==> config.mk <==
export PLATFORM = sky130hd
export DESIGN_NAME = tilt_position_ctrl
export DESIGN_NICKNAME = d
export VERILOG_FILES = /design/src/rtl/tilt_position_ctrl.sv
export SDC_FILE = /design/constraint.sdc
export NUM_CORES = 1
export LEC_CHECK = 0
export CELL_PAD_IN_SITES_DETAIL_PLACEMENT = 1
export CELL_PAD_IN_SITES_GLOBAL_PLACEMENT = 1
export CORE_ASPECT_RATIO = 1.4
export CORE_MARGIN = 2
export CORE_UTILIZATION = 45
export DETAILED_ROUTE_END_ITERATION = 8
export GPL_TIMING_DRIVEN = 0
export PLACE_DENSITY = 0.91
export RECOVER_POWER = 50
export SETUP_SLACK_MARGIN = 0.1
export SYNTH_ARGS = -nofsm -noshare
export SYNTH_HDL_FRONTEND = slang
export SYNTH_SLANG_ARGS = --single-unit
==> constraint.sdc <==
create_clock -name clk -period 3.8 [get_ports clk]
set_input_delay 0.57 -clock clk [delete_from_list [all_inputs] [get_ports clk]]
set_output_delay 0.57 -clock clk [all_outputs]
set_load 0.02 [all_outputs]
==> src/rtl/tilt_position_ctrl.sv <==
// Tilt-to-cursor controller: resynchronises signed X/Y tilt words, averages them on a
// fixed tick, applies a dead zone and step scaling, and integrates a saturating cursor.
module tilt_position_ctrl #(
   parameter int TICK_DIV   = 250000,
   parameter int AVG_LOG2   = 2,
   parameter int DEADZONE   = 4,
   parameter int STEP_SHIFT = 3,
   parameter int X_MAX      = 639,
   parameter int Y_MAX      = 479,
   parameter int X_INIT     = 320,
   parameter int Y_INIT     = 240
) (
   input  logic              clk,
   input  logic              rst_n,
   input  logic [7:0]        accel_data_x,
   input  logic [7:0]        accel_data_y,
   input  logic              recenter,
   output logic signed [7:0] tilt_x,
   output logic signed [7:0] tilt_y,
   output logic [9:0]        pos_x,
   output logic [9:0]        pos_y,
   output logic              pos_valid
);

   localparam int TCW = (TICK_DIV > 1) ? $clog2(TICK_DIV) : 1;
   localparam int SCW = (AVG_LOG2 > 0) ? AVG_LOG2 : 1;
   localparam int SW  = 8 + AVG_LOG2;

   localparam logic [TCW-1:0] TICK_LAST = TCW'(TICK_DIV - 1);
   localparam logic [SCW-1:0] SAMP_LAST = SCW'((1 << AVG_LOG2) - 1);
   localparam logic [8:0]     DZ        = 9'(DEADZONE);
   localparam logic [9:0]     XMAX      = 10'(X_MAX);
   localparam logic [9:0]     YMAX      = 10'(Y_MAX);
   localparam logic [9:0]     XINIT     = 10'(X_INIT);
   localparam logic [9:0]     YINIT     = 10'(Y_INIT);

   logic [7:0]           sync1_x, sync2_x, cap_x;
   logic [7:0]           sync1_y, sync2_y, cap_y;
   logic [TCW-1:0]       tick_cnt;
   logic                 tick;
   logic [SCW-1:0]       samp_cnt;
   logic signed [SW-1:0] sum_x, sum_y;
   logic signed [SW-1:0] cap_ext_x, cap_ext_y;
   logic signed [SW-1:0] avg_full_x, avg_full_y;
   logic signed [7:0]    avg_x, avg_y;
   logic signed [9:0]    step_x, step_y;
   logic                 stage_b, stage_c;

   // Magnitude is formed in 9 bits so -128 scales symmetrically with +128.
   function automatic logic signed [9:0] calc_step(input logic signed [7:0] t);
      logic [8:0] ext, mag, smag;
      ext  = {t[7], t};
      mag  = t[7] ? (~ext + 9'd1) : ext;
      smag = mag >> STEP_SHIFT;
      if (mag <= DZ)
         calc_step = '0;
      else if (t[7])
         calc_step = -$signed({1'b0, smag});
      else
         calc_step = $signed({1'b0, smag});
   endfunction

   function automatic logic [9:0] clamp_pos(input logic [9:0] pos, input logic signed [9:0] step,
                                            input logic neg, input logic [9:0] hi);
      logic signed [11:0] delta, nxt;
      delta = {{2{step[9]}}, step};
      if (neg)
         delta = -delta;
      nxt = $signed({2'b00, pos}) + delta;
      if (nxt < 12'sd0)
         clamp_pos = '0;
      else if (nxt > $signed({2'b00, hi}))
         clamp_pos = hi;
      else
         clamp_pos = nxt[9:0];
   endfunction

   assign tick       = (tick_cnt == TICK_LAST);
   assign cap_ext_x  = SW'($signed(cap_x));
   assign cap_ext_y  = SW'($signed(cap_y));
   assign avg_full_x = sum_x >>> AVG_LOG2;
   assign avg_full_y = sum_y >>> AVG_LOG2;
   assign avg_x      = avg_full_x[7:0];
   assign avg_y      = avg_full_y[7:0];

   // pos_valid is a one-cycle strobe with no back-pressure; pos_x/pos_y hold between strobes.
   always_ff @(posedge clk) begin
      if (!rst_n) begin
         sync1_x   <= '0;
         sync2_x   <= '0;
         cap_x     <= '0;
         sync1_y   <= '0;
         sync2_y   <= '0;
         cap_y     <= '0;
         tick_cnt  <= '0;
         samp_cnt  <= '0;
         sum_x     <= '0;
         sum_y     <= '0;
         step_x    <= '0;
         step_y    <= '0;
         stage_b   <= 1'b0;
         stage_c   <= 1'b0;
         tilt_x    <= '0;
         tilt_y    <= '0;
         pos_x     <= XINIT;
         pos_y     <= YINIT;
         pos_valid <= 1'b0;
      end else begin
         sync1_x <= accel_data_x;
         sync2_x <= sync1_x;
         sync1_y <= accel_data_y;
         sync2_y <= sync1_y;
         // A word still changing between the two synchroniser stages is a tear; keep the old capture.
         if (sync2_x == sync1_x)
            cap_x <= sync2_x;
         if (sync2_y == sync1_y)
            cap_y <= sync2_y;

         tick_cnt  <= tick ? '0 : tick_cnt + 1'b1;
         pos_valid <= 1'b0;

         if (recenter) begin
            pos_x    <= XINIT;
            pos_y    <= YINIT;
            sum_x    <= '0;
            sum_y    <= '0;
            samp_cnt <= '0;
            stage_b  <= 1'b0;
            stage_c  <= 1'b0;
         end else begin
            if (stage_b) begin
               tilt_x   <= avg_x;
               tilt_y   <= avg_y;
               step_x   <= calc_step(avg_x);
               step_y   <= calc_step(avg_y);
               sum_x    <= '0;
               sum_y    <= '0;
               samp_cnt <= '0;
               stage_b  <= 1'b0;
               stage_c  <= 1'b1;
            end else if (tick) begin
               sum_x <= sum_x + cap_ext_x;
               sum_y <= sum_y + cap_ext_y;
               if (samp_cnt == SAMP_LAST)
                  stage_b <= 1'b1;
               else
                  samp_cnt <= samp_cnt + 1'b1;
            end
            // Positive Y tilt moves the cursor up the screen, hence the subtraction.
            if (stage_c) begin
               pos_x     <= clamp_pos(pos_x, step_x, 1'b0, XMAX);
               pos_y     <= clamp_pos(pos_y, step_y, 1'b1, YMAX);
               pos_valid <= 1'b1;
               stage_c   <= 1'b0;
            end
         end
      end
   end

endmodule

==> summary.txt <==
final cell count without fillers: 1163
Async S/R FF share, synth: 0%
Post-synth EDFFs: 0
Sw Share: 22.5%
kind of critical path: flop to flop
Synth Net Count: 944
Worst Max-Slew Pin Slew: 796 ps
critical path's largest stage delay: 540 ps
H-Tree Depth: 4
status: completed
routed length per instance: 18.8 um
Worst slew margin: 46.8%
Max Slew Vio Count: 0
post-synthesis register bit count: 147
# Post-CTS Setup Buffers: 0
r2r endpoint: pos_y[5]
chip width: 115 um
initial antenna violation count: 0
Tot Pwr: 3.34 mW
clk sinks: 147
Rows: 56
Synth Flop Type: dfxtp_1
# setup viols final: 0
max_cap viols: 0
Yosys cell types: 76
power per cell area: 366 nW/um2
Nets: 1018
CP arrival: 3700 ps
Total Wirelength: 21.8 mm
# port buffers: 55
pre-CTS setup slack: 428 ps
Final WS setup: 415 ps
flop2flop setup slack: 420 ps
drc violations: 0
clock skew: 9.97 ps
Synth-to-Final Area Change: 17.7%
layout cells sized above 1: 6.04%
clock tree root buffer cell: clkbuf_16
Syn Std Cell Area: 7760 um2
CTS hold repair buffers: 0
Layout Utilization: 54.3%
Worst Hold Class: flop to flop
Crit. End Element: flop
Routed Antenna Nets: 0
n_diodes: 0
highest ir drop seen on vdd: 0.272 mV
largest net degree at the start of global routing: 17
mean area per synthesized cell: 8.88 um2
Reg power frac: 47.2%
FMAX: 295 MHz
Setup crit end: pos_y[5]
GRT overflow: 0
CTS tree: yes
Gate power share: 3.2%
Tmin final: 3380 ps
Internal: 2.59 mW
# placed instances: 1132
clk buf depth: 2
post-synthesis sequential area ratio: 37.9%
setup TNS: 0 ps
die height: 159 um
num ports: 56
Crit path required time: 4120 ps
Placer Congestion: 0.852
R2R cell count: 12
die area: 18300 um2
first-pass GRT wire length: 35.7 mm
most used cell, CP: ha_1
CP startpoint kind: flop
fin crit share: 89.1%
initial core utilization: 46.1%
vias per inst: 5.79
Pleak: 3.76 nW
CP Cell Sequence: inv_1 -> ha_1 -> clkbuf_1 -> nand2_1 -> xor2_1 -> ha_1 -> a2111o_1 -> a21oi_1 -> nor2_1 -> xnor2_1 -> o41a_2 -> a221o_1
Detail Placement HPWL: 15.4 mm
CP Launch Point: step_y[0]
GRT Total Usage: 24.5%
RSZ-0062 raised after global routing: no
first-pass iteration count of the detailed router: 4
synthesized instance count: 874
Core Region: 16800 um2
Psw: 751 uW
via count: 6730
drt first-iter violations: 319
Num CTS Buffers: 17
slowest CP cell: o41a_2
Hold Violations, Final: 0
R2R Path Start: step_y[0]
CP max FO: 7
Worst-Skew Late Latency: 430 ps
post-CTS sizing: 0
Yosys warnings: 0
vias in the first global route: 7215
Clk network pwr share: 49.6%
CTS clk-pin slew, worst paths: 60 ps
cell families (layout without fill, tap and decap cells):
logic type      after synthesis  in the layout  share of synthesized area, %
buf+inv                      66            152                          3.39
fa+ha+maj                    51             51                          8.61
simple gates                310            310                          20.5
compound gates              206            206                          18.5
flops                       147            147                          37.9
mux                          20             20                          2.61
xor+xnor                     74             74                          8.35
synthesized netlist by cell type, drive strengths merged (23+ instances only):
master,count,share of area [%]
nor2b,29,2.3
dfxtp,147,38
nor2,53,2.6
a21oi,56,3.7
inv,31,1.5
nand2,101,4.9
o21ai,30,1.9
and2,37,3.0
ha,47,7.6
nand3,23,1.5
a21boi,30,3.0
xor2,41,4.6
clkbuf,30,1.5
xnor2,33,3.7
metrics by stage:
step / instance area [um2] / hold WS [ps]
after detailed placement: 8560 / 456
final: 9130 / 462
after floorplan: 7760 / 430
after global placement: 8560 / 447
after global routing: 9130 / 499
after CTS: 9140 / 468
placed cells by master, fill, tap and decap left out, drive strengths merged, types with 33 or more instances in the layout:
master       synthesis  routed
inv                 31      33
xnor2               33      33
and2                37      37
ha                  47      47
nor2                53      53
dfxtp              147     147
xor2                41      41
nand2              101     101
dlygate4sd3          0      38
a21oi               56      56
clkbuf              30      51
state kept, by name (all words and copies together), names as in the netlist:
name / count
tick_cnt: 18
pos_x: 10
pos_y: 10
step_x: 10
step_y: 10
sum_x: 10
sum_y: 10
cap_x: 8
cap_y: 8
sync1_x: 8
sync1_y: 8
sync2_x: 8
sync2_y: 8
tilt_x: 8
tilt_y: 8
samp_cnt: 2
pos_valid: 1
stage_b: 1
stage_c: 1
critical path: cells and delay by family (launching register included):
family / cells / cell delay (ps)
AO/OA/AOI/OAI: 4 / 1480
buffers and inverters: 2 / 440
flip-flops: 1 / 320
adder cells (fa/ha/maj): 2 / 490
AND/OR/NAND/NOR: 2 / 220
XOR/XNOR: 2 / 320
per-layer routing:
metal / up-vias / routed length (um) / GRT usage (%)
met5: - / 0 / 0
met4: 0 / 773 / 10.2
met3: 58 / 559 / 4.80
met2: 124 / 12100 / 47.5
met1: 3328 / 8330 / 24.8
li1: 3220 / - / -
how the worst min path moves through the flow:
stage	slack (ps)	depth (start not counted)	start	end
floorplan	430	1	tick_cnt[0]	tick_cnt[0]
global placement	450	2	sum_x[0]	sum_x[0]
detailed placement	460	2	sum_x[0]	sum_x[0]
CTS	470	1	tick_cnt[0]	tick_cnt[0]
global route	500	2	step_x[6]	step_x[6]
finish	460	2	pos_x[7]	pos_x[7]
layout make-up:
type / instances / area, um2
plain buffers: 35 / 143
clock buffers: 19 / 443
clock inverters: 12 / 131
fillers: 1977 / 7680
inverters: 31 / 116
multi-input cells: 661 / 4550
flip-flops and latches: 147 / 2940
well taps: 203 / 254
repair buffers: 55 / 551
power by group through the flow:
stage	clock network, mW	registers, mW	logic (mW)
2_1_floorplan	0	1.61	0.0629
3_3_place_gp	0	1.61	0.102
3_5_place_dp	0	1.61	0.107
4_1_cts	1.67	1.58	0.110
5_1_grt	1.74	1.58	0.117
6_report	1.66	1.58	0.108
No activity file was read; power rests on OpenSTA's default activity.
